==> src/rtl/instr_fetch_if.sv <==
// Fetch-unit bus: program control, ROM port and instruction handshake.
interface instr_fetch_if;
  localparam int unsigned W = 8;

  logic         start;
  logic [W-1:0] noi;
  logic         done;
  logic [W-1:0] rom_data;
  logic [W-1:0] rom_addr;
  logic         rom_set_addr;
  logic         rom_en_data;
  logic [W-1:0] ir_op;
  logic [W-1:0] ir_imm;
  logic         two_byte;
  logic [W-1:0] pc_out;
  logic         instr_valid;
  logic         instr_ready;
  logic         branch_en;
  logic [W-1:0] branch_addr;

  // Fetch unit side
  modport master (
    input  start, noi, rom_data, instr_ready, branch_en, branch_addr,
    output done, rom_addr, rom_set_addr, rom_en_data,
           ir_op, ir_imm, two_byte, pc_out, instr_valid
  );

  // Environment side: ROM, sequencer and instruction consumer
  modport slave (
    output start, noi, rom_data, instr_ready, branch_en, branch_addr,
    input  done, rom_addr, rom_set_addr, rom_en_data,
           ir_op, ir_imm, two_byte, pc_out, instr_valid
  );
endinterface

==> src/rtl/instr_fetch.sv <==
// Instruction fetch: reads one- or two-byte instructions from a byte ROM
// and hands them to a consumer over a valid/ready handshake.
module instr_fetch (
  input  logic          clk,
  input  logic          rst_n,
  instr_fetch_if.master bus
);
  localparam int unsigned W = 8;

  typedef enum logic [2:0] {
    IDLE, ADDR_OP, READ_OP, ADDR_IMM, READ_IMM, VALID, DONE
  } state_t;

  state_t       state_q, state_d;
  logic [W-1:0] pc_q, pc_d;
  logic         op_two_byte_c;

  // Opcode classes 001x_xxxx and 010x_xxxx carry an immediate byte
  assign op_two_byte_c = (bus.rom_data[7:5] == 3'b001) || (bus.rom_data[7:5] == 3'b010);

  // Next-state and next-pc logic
  always_comb begin
    state_d = state_q;
    pc_d    = pc_q;
    unique case (state_q)
      IDLE, DONE: begin
        if (bus.start) begin
          pc_d    = '0;
          state_d = (bus.noi == '0) ? DONE : ADDR_OP;
        end
      end
      ADDR_OP:  state_d = READ_OP;
      READ_OP: begin
        pc_d    = pc_q + W'(1);
        state_d = op_two_byte_c ? ADDR_IMM : VALID;
      end
      ADDR_IMM: state_d = READ_IMM;
      READ_IMM: begin
        pc_d    = pc_q + W'(1);
        state_d = VALID;
      end
      VALID: begin
        if (bus.instr_ready) begin
          if (bus.branch_en) pc_d = bus.branch_addr;
          state_d = (pc_d >= bus.noi) ? DONE : ADDR_OP;
        end
      end
      default: state_d = IDLE;
    endcase
  end

  // State, pc and registered outputs decoded from the state being entered
  always_ff @(posedge clk or negedge rst_n) begin
    if (!rst_n) begin
      state_q          <= IDLE;
      pc_q             <= '0;
      bus.rom_addr     <= '0;
      bus.rom_set_addr <= 1'b0;
      bus.rom_en_data  <= 1'b0;
      bus.ir_op        <= '0;
      bus.ir_imm       <= '0;
      bus.two_byte     <= 1'b0;
      bus.pc_out       <= '0;
      bus.instr_valid  <= 1'b0;
      bus.done         <= 1'b0;
    end else begin
      state_q          <= state_d;
      pc_q             <= pc_d;
      bus.rom_set_addr <= (state_d == ADDR_OP) || (state_d == ADDR_IMM);
      bus.rom_en_data  <= (state_d == READ_OP) || (state_d == READ_IMM);
      bus.instr_valid  <= (state_d == VALID);
      bus.done         <= (state_d == DONE);
      if ((state_d == ADDR_OP) || (state_d == ADDR_IMM)) bus.rom_addr <= pc_d;
      if (state_q == READ_OP) begin
        bus.ir_op    <= bus.rom_data;
        bus.ir_imm   <= '0;
        bus.two_byte <= op_two_byte_c;
        bus.pc_out   <= pc_q;
      end
      if (state_q == READ_IMM) bus.ir_imm <= bus.rom_data;
    end
  end
endmodule
==> src/flat_wrapper.sv <==
// flat-port wrapper written by rule: the top's interface ports become plain ports
module instr_fetch_flat 
  (clk, rst_n, bus_start, bus_noi, bus_rom_data, bus_instr_ready, bus_branch_en, bus_branch_addr, bus_done, bus_rom_addr, bus_rom_set_addr, bus_rom_en_data, bus_ir_op, bus_ir_imm, bus_two_byte, bus_pc_out, bus_instr_valid);
  instr_fetch_if bus_i ();
  input  logic clk;
  input  logic rst_n;
  input wire logic [$bits(bus_i.start)-1:0] bus_start;
  input wire logic [$bits(bus_i.noi)-1:0] bus_noi;
  input wire logic [$bits(bus_i.rom_data)-1:0] bus_rom_data;
  input wire logic [$bits(bus_i.instr_ready)-1:0] bus_instr_ready;
  input wire logic [$bits(bus_i.branch_en)-1:0] bus_branch_en;
  input wire logic [$bits(bus_i.branch_addr)-1:0] bus_branch_addr;
  output wire logic [$bits(bus_i.done)-1:0] bus_done;
  output wire logic [$bits(bus_i.rom_addr)-1:0] bus_rom_addr;
  output wire logic [$bits(bus_i.rom_set_addr)-1:0] bus_rom_set_addr;
  output wire logic [$bits(bus_i.rom_en_data)-1:0] bus_rom_en_data;
  output wire logic [$bits(bus_i.ir_op)-1:0] bus_ir_op;
  output wire logic [$bits(bus_i.ir_imm)-1:0] bus_ir_imm;
  output wire logic [$bits(bus_i.two_byte)-1:0] bus_two_byte;
  output wire logic [$bits(bus_i.pc_out)-1:0] bus_pc_out;
  output wire logic [$bits(bus_i.instr_valid)-1:0] bus_instr_valid;
  assign bus_i.start = bus_start;
  assign bus_i.noi = bus_noi;
  assign bus_i.rom_data = bus_rom_data;
  assign bus_i.instr_ready = bus_instr_ready;
  assign bus_i.branch_en = bus_branch_en;
  assign bus_i.branch_addr = bus_branch_addr;
  assign bus_done = bus_i.done;
  assign bus_rom_addr = bus_i.rom_addr;
  assign bus_rom_set_addr = bus_i.rom_set_addr;
  assign bus_rom_en_data = bus_i.rom_en_data;
  assign bus_ir_op = bus_i.ir_op;
  assign bus_ir_imm = bus_i.ir_imm;
  assign bus_two_byte = bus_i.two_byte;
  assign bus_pc_out = bus_i.pc_out;
  assign bus_instr_valid = bus_i.instr_valid;
  instr_fetch u_core (.clk(clk), .rst_n(rst_n), .bus(bus_i));
endmodule
==> config.mk <==
export PLATFORM = sky130hd
export DESIGN_NAME = instr_fetch_flat
export DESIGN_NICKNAME = d
export VERILOG_FILES = /design/src/rtl/instr_fetch_if.sv /design/src/rtl/instr_fetch.sv /design/src/flat_wrapper.sv
export SDC_FILE = /design/constraint.sdc
export NUM_CORES = 1
export LEC_CHECK = 0
export ABC_AREA = 1
export CORE_UTILIZATION = 30
export CTS_CLUSTER_SIZE = 10
export DETAILED_ROUTE_END_ITERATION = 10
export SYNTH_ARGS = -nofsm -noshare
export SYNTH_HDL_FRONTEND = slang
export SYNTH_SLANG_ARGS = --single-unit
==> constraint.sdc <==
create_clock -name clk -period 2.4 [get_ports clk]
set_input_delay 0.36 -clock clk [delete_from_list [all_inputs] [get_ports clk]]
set_output_delay 0.36 -clock clk [all_outputs]
set_load 0.005 [all_outputs]
* Yosys cells after proc, flatten, opt, wreduce, memory -nomap -nowiden
Cells that the tools add are included.
Storage, ports and cells: output and inout port bits 37, word-level logic and storage cells 49, register bits after elaboration 48, input bits 29
Operators by class: $add $sub $neg 1, $lt $le $gt $ge 1, equal/unequal tests 14, multiplexer cells 14, reduce and logical (&&, ||, !) cells 8
Operators with widths (count):
- 8-bit 2-to-1 mux | 7
- 8-bit case mux with 3 select lines | 1
- 3-bit equality test (second input constant) | 6
- 3-bit case mux with 6 select lines | 1
- 3-bit by 2-bit equality test with 1-bit output (second input constant) | 5
- 3-bit 2-to-1 mux | 5
- 3-bit by 1-bit equality test with 1-bit output (second input constant) | 3
- 8-bit by 1-bit adder with 8-bit output (second input constant) | 1
- 8-bit >= comparator | 1
- 8-bit zero test | 1
- 2-bit OR reduction | 2
- 3-bit zero test | 1
- 1-bit logical OR | 3
- 2-bit nonzero test | 1

* Longest topological paths before layout
Gate-level depths: netlist of run 1.
depth in word-level cells 9, mapped depth 14, depth with buffers taken out 14

* Worst setup path after synthesis of run 1
No wires, ideal clock.
path type input to register, start point input bus_branch_en, end point register u_core.bus.rom_addr[1], stages 11, buffers on the path 2, arrival 1.766 ns, data required time 2.335 ns, setup time 0.065 ns, setup slack 0.569 ns, cell sequence buf_2 o21ai_0 ha_1 a21oi_1 nand2_1 nand2_1 nand2_1 a21oi_1 buf_2 nand3_1 nand2_1
Between the ends: longest elaborated chain between the ends 9, elaborated cells between the ends (all ways) 12, those cells by class order compare (1); eq/ne (2); mux (8); reduce/logical (1)
RTL lines:
- start, declared | RTL line flat_wrapper.sv:11 | input wire logic [$bits(bus_i.branch_en)-1:0] bus_branch_en;
- 8-bit 2-to-1 mux * | RTL line instr_fetch.sv:44 | if (bus.branch_en) pc_d = bus.branch_addr;
- 8-bit 2-to-1 mux * | RTL line instr_fetch.sv:43 | if (bus.instr_ready) begin
- 8-bit 2-to-1 mux * | RTL line instr_fetch.sv:25 | unique case (state_q)
- 8-bit >= comparator | RTL line instr_fetch.sv:45 | state_d = (pc_d >= bus.noi) ? DONE : ADDR_OP;
- 3-bit 2-to-1 mux | RTL line instr_fetch.sv:45
- 3-bit 2-to-1 mux | RTL line instr_fetch.sv:43
- 3-bit case mux with 6 select lines | RTL line instr_fetch.sv:25
- 3-bit by 1-bit equality test with 1-bit output or 3-bit by 2-bit equality test with 1-bit output (tied branches) | RTL line instr_fetch.sv:73 | if ((state_d == ADDR_OP) || (state_d == ADDR_IMM)) bus.rom_addr <= pc_d;
- 1-bit logical OR | RTL line instr_fetch.sv:73
- end signal, assigned | RTL line instr_fetch.sv:73
- end, declared | RTL line instr_fetch_if.sv:24 | output done, rom_addr, rom_set_addr, rom_en_data,
Every way passes the cells marked *; elsewhere a longest branch is shown, timed or not. The select of a mux whose other input is x is not followed. A chain may end at the register's enable or synchronous reset.

* Worst setup path in the final report of run 1
start point input bus_branch_en, end point register u_core.bus.rom_addr[2]
The elaborated chain is that of the path after synthesis.

==> flow_summary.ini, run 1 <==
[outcome]
status = complete, no violations

[power_and_ir_drop]
clkPwrFrac = 0.175
power_density_nw_per_um2 = 1120
ir_drop_mv = 0.507
p_int_mw = 2.46
p_comb_frac = 0.490
p_total_mw = 3.98
p_leak_nw = 1.73
power.switching_mw = 1.52
p_seq_frac = 0.334
swShare = 0.382

[critical_path]
crit_family = buffers and inverters
worstSetupStartpointType = input pin
path_buf_inv = 3
end_kind = flop
r2r_start = u_core.pc_q[7]$_DFF_PN0_
path_class = in -> reg
cpMostUsedCell = nand2_1
reg2reg_depth = 11
r2r_end = u_core.bus.rom_addr[2]$_DFFE_PN0P_
worstPathMaxFanout = 16
crit_end = u_core.bus.rom_addr[2]$_DFFE_PN0P_
max_stage_delay_ns = 0.44
crit_start = bus_branch_en
required_ns = 2.64
path_cells = clkdlybuf4s50_1 > buf_6 > o21ai_0 > ha_1 > nand2_1 > nor2_1 > nor2_2 > nand2_1 > a21oi_2 > buf_2 > nand3_1 > nand2_1
crit_arrival_ns = 2.46
rrSetupSlack_ns = 0.36
critPathSlowestCell = clkdlybuf4s50_1
cp.depth = 12

[drt]
dr_total_vias = 2369
drtIter0Drc = 159
post_drt_wl_per_cell_um = 12.9
routed_wl_mm = 6.62
drc = 0
vias_per_cell = 4.61
antenna_left = 0
drt-pass1-iter-count = 4

[clock_tree]
cts_buffer_depth = 2
cts_buffers = 5
post-cts-setup-buffers = 0
cts_tree = done
clock_latency_ns = 0.30
cts-root-buf = clkbuf_8
clock-sinks = 48
path_clk_slew_ns = 0.09
htree_levels = 2

[timing]
fin_crit_sh = 0.921
worst_slew_pin_slew_ns = 0.614
period_minus_slack_ns = 2.21
hold_violations = 0
fin_skew_ns = 0.00986
rsz0062_at_grt = false
relSlewSlack = 0.590
max_freq_mhz = 452
drv_slew = 0
final-setup-viol-count = 0

[synthesis]
synth_top_cell_area_share = 0.476
seq_area_frac_synth = 0.476
synth_edf_count = 0
ys.flop_type = dfrtp_1
synth_warnings = 0
netlist_area_um2 = 2520
yosysTopAreaCell = dfrtp_1
syn_inst = 328
synth.distinct_cells = 23
synth_common_cells = nand2_1 (91), dfrtp_1 (48), o21ai_0 (43)
ys_ff_latch = 48
synthArstFlopShare = 1.00
syn_nets = 366
syn_area_per_cell_um2 = 7.69
synth_area_leaders = dfrtp_1 (48%), nand2_1 (14%), o21ai_0 (8.5%), nand3_1 (6.9%), inv_1 (5.7%)
synthMostInstantiatedCell = nand2_1

[final_layout]
final_layout_size_suffix_gt1_frac = 0.0978
area_delta_synth_final_pct = 40.2
antennaDiodeCount = 0
instances_no_fill = 514
fillers = 830
fin_nets = 446

[hold_path]
hold_path_class = in -> async

[placed_design]
port_buffers = 65
place.detailed.hpwl_mm = 5.18
gp_congestion = 0.865
dp_cells = 505

[die]
die_area_um2 = 8780
num_io_pins = 66
die_x_um = 93.7
die_h_um = 93.7
core_um2 = 8180
num_rows = 33
initial_utilization = 0.309

[job]
drv_cap = 0

[grt]
grt_antenna_before_repair = 0
grt_pass1_vias = 2357
grt_max_degree = 32
track_usage = 0.161
grt_pass1_wl_mm = 11.1
grt_overflow_total = 0
## layout by cell type, fill, tap and decap left out, types with 3 or more instances in the layout
cell / instances
clkbuf_8: 5
nor2_1: 17
o21ai_0: 41
buf_4: 15
nand2_2: 3
inv_1: 38
a21oi_1: 11
nand3_1: 35
dfrtp_1: 48
inv_2: 4
nand2_1: 91
nand4_1: 8
ha_1: 9
clkdlybuf4s50_1: 64
## how the worst min path moves through the flow
stage	from	endpoint	slack, ns	cells after the start
floorplan	rst_n	u_core.bus.done$_DFF_PN0_	0.06	0
global placement	rst_n	u_core.bus.ir_imm[2]$_DFFE_PN0P_	0.41	1
detailed placement	rst_n	u_core.bus.ir_op[1]$_DFFE_PN0P_	0.41	1
CTS	rst_n	u_core.bus.ir_imm[5]$_DFFE_PN0P_	0.07	1
finish	rst_n	u_core.bus.ir_imm[7]$_DFFE_PN0P_	0.06	1
global route	rst_n	u_core.bus.ir_op[1]$_DFFE_PN0P_	0.09	1
## through the flow
stage               TNS (ns)  area, µm²  utilization  setup WS [ns]  hold WS (ns)
global route               0       3540        0.433         0.0648        0.0911
finish                     0       3540        0.433          0.189        0.0565
detailed placement     -1.27       3380        0.413         -0.136         0.412
floorplan                  0       2520            -          0.569        0.0644
CTS                        0       3510        0.430          0.179        0.0737
global placement       -2.04       3380        0.413         -0.189         0.410
## kinds of logic after synthesis
kind of cell	count (synthesis)	share of synthesized area
adders and majority gates	9	0.0446
DFF	48	0.476
AOI/OAI and AO/OA	58	0.118
and+or+nand+nor	162	0.282
buffers and inverters	51	0.0799
## power by group through the flow
stage,clock network (mW),registers [mW],logic [mW]
after global placement,0,1.34,1.90
final,0.697,1.33,1.95
after floorplan,0,1.34,1.01
after CTS,0.725,1.33,1.92
after detailed placement,0,1.34,1.91
after global routing,0.763,1.37,2.22
## routing by layer
metal,vias up,GRT usage,share of wire
met1,1084,0.213,0.48
met2,59,0.274,0.47
met3,2,0.0307,0.045
met4,0,0.0308,0.0033
li1,1224,-,-
met5,-,0,0
## repair_timing
action	CTS	global route
gates resized for setup	0	7
endpoints found under the setup margin	0	8
hold buffers	0	0
## final cells by class
| class | count | area, µm² | area share |
|---|---|---|---|
| Sequential cell | 48 | 1200 | 0.340 |
| Inverter | 42 | 158 | 0.0446 |
| Tap cell | 105 | 131 | 0.0372 |
| Multi-Input combinational cell | 229 | 1130 | 0.321 |
| Clock buffer | 5 | 68.8 | 0.0195 |
| Timing Repair Buffer | 82 | 774 | 0.219 |
| Clock inverter | 3 | 68.8 | 0.0195 |
## sequential cells by signal (all words and copies together), names as in the netlist
register,cells
u_core.bus.done,1
u_core.bus.instr_valid,1
u_core.bus.ir_imm,8
u_core.bus.ir_op,8
u_core.bus.pc_out,8
u_core.bus.rom_addr,8
u_core.bus.rom_en_data,1
u_core.bus.rom_set_addr,1
u_core.bus.two_byte,1
u_core.pc_q,8
u_core.state_q,3
(Power assumes the default switching activity.)
==> inputs of run 2 (changes only) <==
CORE_ASPECT_RATIO = 1.4   (was not set)
CORE_MARGIN = 4   (was not set)
CTS_CLUSTER_DIAMETER = 120   (was not set)
==> flow_summary.ini, run 2 (synthesized netlist as in run 1, its figures left out) <==
[outcome]
status = complete, no violations

[timing]
relSlewSlack = 0.590
drv_slew = 0
fin_ws_ns = 0.216
max_freq_mhz = 458
rsz0062_at_grt = false
setup_tns_ns = 0
final-setup-viol-count = 0
fin_skew_ns = 0.00426
hold_violations = 0
period_minus_slack_ns = 2.18
worst_slew_pin_slew_ns = 0.616
fin_crit_sh = 0.910

[clock_tree]
cts-root-buf = clkbuf_16
clock-sinks = 48
hold_buffers = 0
cts_buffers = 5
path_clk_slew_ns = 0.06
cts_buffer_depth = 2
ctsResizeCount = 0
clock_latency_ns = 0.29
cts_tree = done
htree_levels = 2
post-cts-setup-buffers = 0

[die]
die_area_um2 = 9960
die_h_um = 116
num_rows = 39
num_io_pins = 66
core_um2 = 8200
initial_utilization = 0.308
die_x_um = 85.5

[critical_path]
rrSetupSlack_ns = 0.34
required_ns = 2.58
path_class = in -> reg
reg2reg_depth = 11
r2r_end = u_core.bus.rom_addr[3]$_DFFE_PN0P_
r2r_start = u_core.pc_q[3]$_DFF_PN0_
end_kind = flop
crit_arrival_ns = 2.37
worstSetupStartpointType = input pin
worstPathMaxFanout = 16

[placed_design]
port_buffers = 65
gp_congestion = 0.886
place.detailed.hpwl_mm = 4.92
pre_cts_ws_ns = -0.108

[final_layout]
regArea_um2 = 1200
multiInputGateArea_um2 = 1120
fillers = 837
fin_nets = 436
area_delta_synth_final_pct = 37.6
antennaDiodeCount = 0
layout.cells.most_common = nand2_1
final_layout_size_suffix_gt1_frac = 0.0702
layout_common_cells = nand2_1 (91), clkdlybuf4s50_1 (64), dfrtp_1 (48), o21ai_0 (43), inv_1 (38)

[drt]
drtIter0Drc = 105
dr_total_vias = 2351
drt-pass1-iter-count = 4
antenna_left = 0
drc = 0
routed_wl_mm = 6.34
vias_per_cell = 4.69
post_drt_wl_per_cell_um = 12.7

[power_and_ir_drop]
p_total_mw = 3.97
p_leak_nw = 1.69
power_density_nw_per_um2 = 1140
ir_drop_mv = 0.424

[grt]
grt_max_degree = 49
grt_overflow_total = 0
grt_pass1_wl_mm = 10.5
track_usage = 0.134
grt_pass1_vias = 2191
grt_antenna_before_repair = 0

[hold_path]
hold_path_class = in -> async

[job]
drv_cap = 0
-- run 2: cell types whose count changed in the layout (fill, tap and decap cells not counted), sizes merged --
cell      previous run  this run
clkinv               0         1
clkinvlp             0         1
bufinv               2         1
inv                 43        42
buf                 18         8
-- run 2: how the worst max path moves through the flow --
stage,depth (start not counted),end,from,slack (ns)
after CTS,12,u_core.bus.rom_addr[6]$_DFFE_PN0P_,bus_branch_en,0.20
after detailed placement,12,u_core.bus.rom_addr[6]$_DFFE_PN0P_,bus_branch_en,-0.11
after global placement,12,u_core.bus.rom_addr[4]$_DFFE_PN0P_,bus_branch_en,-0.06
final,12,u_core.bus.rom_addr[3]$_DFFE_PN0P_,bus_branch_en,0.22
after global routing,12,u_core.bus.rom_addr[2]$_DFFE_PN0P_,bus_branch_en,0.02
after floorplan,11,u_core.bus.rom_addr[1]$_DFFE_PN0P_,bus_branch_en,0.57
-- run 2: layout make-up --
| cell class | count | area share |
|---|---|---|
| Multi-Input combinational cell | 229 | 0.323 |
| Tap cell | 102 | 0.0368 |
| Sequential cell | 48 | 0.346 |
| Timing Repair Buffer | 72 | 0.201 |
| Clock buffer | 5 | 0.0360 |
| Clock inverter | 3 | 0.0123 |
| Inverter | 42 | 0.0454 |
-- run 2: power breakdown --
group / internal, mW / total [mW] / switching, mW
Clock: 0.489 / 0.788 / 0.299
Combinational: 0.859 / 1.86 / 1.00
Sequential: 1.13 / 1.32 / 0.196
-- run 2: per-stage QoR --
| stage | utilization | cell area, µm² | std cells | hold slack [ns] |
|---|---|---|---|---|
| detailed placement | 0.403 | 3300 | 493 | 0.457 |
| finish | 0.424 | 3470 | 501 | 0.164 |
| global route | 0.424 | 3470 | 501 | 0.211 |
| CTS | 0.424 | 3470 | 501 | 0.186 |
| global placement | 0.403 | 3300 | 493 | 0.463 |
| floorplan | - | 2520 | 328 | 0.0644 |
-- run 2: worst max-delay path: stages --
cell and delay, ns:
clkdlybuf4s50_1 0.39, buf_4 0.18, o21ai_0 0.24, ha_1 0.29, a21oi_1 0.22, nand2_1 0.08, nand2_1 0.07, nand3_1 0.08
nand2_2 0.10, nand3_2 0.18, nand2_1 0.12, nand2_1 0.05
-- run 2: per-layer routing --
| layer | vias up | global-route usage | routed length [µm] |
|---|---|---|---|
| met5 | - | 0 | 0 |
| met4 | 0 | 0.0591 | 143 |
| met3 | 9 | 0.0247 | 390 |
| met2 | 81 | 0.230 | 3110 |
| met1 | 1048 | 0.163 | 2700 |
| li1 | 1213 | - | - |
==> inputs of run 3 (changes only) <==
PLACE_DENSITY_LB_ADDON = 0.25   (was not set)
==> flow_summary.ini, run 3 (synthesized netlist as in run 1, its figures left out) <==
[clock_tree]
htree_levels = 2
cts_tree = done
post-cts-setup-buffers = 0
cts_buffer_depth = 2
clock-sinks = 48
cts-root-buf = clkbuf_16
cts_buffers = 5
clock_latency_ns = 0.28
path_clk_slew_ns = 0.06

[drt]
wl_met1_mm = 2.78
routed_wl_mm = 6.49
drt-pass1-iter-count = 6
met2_length_mm = 3.21
drc = 0
vias_per_cell = 4.69
routed.top_layer = met4
post_drt_wl_per_cell_um = 12.9
wl_met3_um = 341
dr_total_vias = 2366
antenna_left = 0
drtIter0Drc = 108

[timing]
worst_slew_pin_slew_ns = 0.655
max_freq_mhz = 453
hold_violations = 0
fin_skew_ns = 0.00618
relSlewSlack = 0.563
period_minus_slack_ns = 2.21
final-setup-viol-count = 0
fin_crit_sh = 0.920
setup_tns_ns = 0
drv_slew = 0
rsz0062_at_grt = false

[die]
initial_utilization = 0.308
core_um2 = 8200
die_x_um = 85.5
die_area_um2 = 9960
num_io_pins = 66
num_rows = 39
die_h_um = 116

[critical_path]
path_class = in -> reg
worstSetupStartpointType = input pin
required_ns = 2.57
worstPathMaxFanout = 16
end_kind = flop
crit_arrival_ns = 2.38

[hold_path]
hold_path_class = in -> async

[final_layout]
fillers = 860
final_layout_size_suffix_gt1_frac = 0.0819
area_delta_synth_final_pct = 39.0
layout_common_cells = nand2_1 (91), clkdlybuf4s50_1 (64), dfrtp_1 (48), o21ai_0 (40), inv_1 (38)
final_util = 0.428
instances_no_fill = 505
regArea_um2 = 1200
layout.cells.most_common = nand2_1
fin_nets = 440
antennaDiodeCount = 0
fin_area_um2 = 3510
multiInputGateArea_um2 = 1130

[power_and_ir_drop]
p_leak_nw = 1.71
power_density_nw_per_um2 = 1140
ir_drop_mv = 0.472
p_total_mw = 3.99

[grt]
grt_max_degree = 31
grt_pass1_vias = 2201
grt_overflow_total = 0
track_usage = 0.133
grt_antenna_before_repair = 0
grt_pass1_wl_mm = 10.4

[placed_design]
place.detailed.hpwl_mm = 5.07
dp_cells = 496
gp_congestion = 0.825
place_area_um2 = 3330
port_buffers = 65

[job]
drv_cap = 0

[outcome]
status = complete, no violations
run 3: changes by cell type in the layout (fill, tap and decap cells not counted), sizes merged:
cell / change
clkbuf: +1
buf: +4
clkinvlp: -1
run 3: critical path: stages:
cell and delay, ns:
clkdlybuf4s50_1 0.47, buf_6 0.16, nor2_1 0.06, a21oi_1 0.11, inv_1 0.07, ha_1 0.27, nand2_1 0.09, nor2_1 0.05
nor2_1 0.16, nand2_1 0.13, nand2_1 0.09, nand3_2 0.18, nand2_1 0.11, nand2_1 0.06
run 3: final cells by class:
cell class	count	area share
tap	102	0.0364
clock buffer	6	0.0367
sequential	48	0.342
timing repair buffer	76	0.208
multi-input combinational	229	0.321
clock inverter	2	0.00999
inverter	42	0.0450
run 3: repair_timing:
item	in CTS	in global routing
hold buffers	0	0
setup endpoints to repair	0	9
gates resized for setup	0	7
run 3: path summary, 6_finish.rpt:
check	endpoint	cells after the start	slack [ns]	start
max	u_core.bus.rom_addr[3]$_DFFE_PN0P_	14	0.19	bus_branch_en
min	u_core.bus.ir_op[1]$_DFFE_PN0P_	1	0.10	rst_n
max reg2reg	u_core.bus.rom_addr[3]$_DFFE_PN0P_	11	0.32	u_core.pc_q[5]$_DFF_PN0_
min reg2reg	u_core.bus.rom_addr[4]$_DFFE_PN0P_	2	0.47	u_core.bus.rom_addr[4]$_DFFE_PN0P_
max in group asynchronous	u_core.bus.ir_imm[6]$_DFFE_PN0P_	2	1.70	rst_n
min in group clk	u_core.bus.rom_addr[4]$_DFFE_PN0P_	2	0.47	u_core.bus.rom_addr[4]$_DFFE_PN0P_
run 3: metal layers:
metal | vias up | GRT usage
li1 | 1215 | -
met1 | 1060 | 0.160
met2 | 80 | 0.234
met3 | 11 | 0.0183
met4 | 0 | 0.0602
met5 | - | 0
run 3: report_power, final:
group	total, mW	internal (mW)	switching (mW)
clock	0.773	0.490	0.283
sequential	1.33	1.13	0.201
combinational	1.88	0.866	1.02
run 3: through the flow:
| step | hold WS (ns) | worst slack (ns) |
|---|---|---|
| final | 0.103 | 0.193 |
| after global routing | 0.156 | 0.0192 |
| after detailed placement | 0.428 | -0.149 |
| after floorplan | 0.0644 | 0.569 |
| after global placement | 0.431 | -0.130 |
| after CTS | 0.122 | 0.145 |
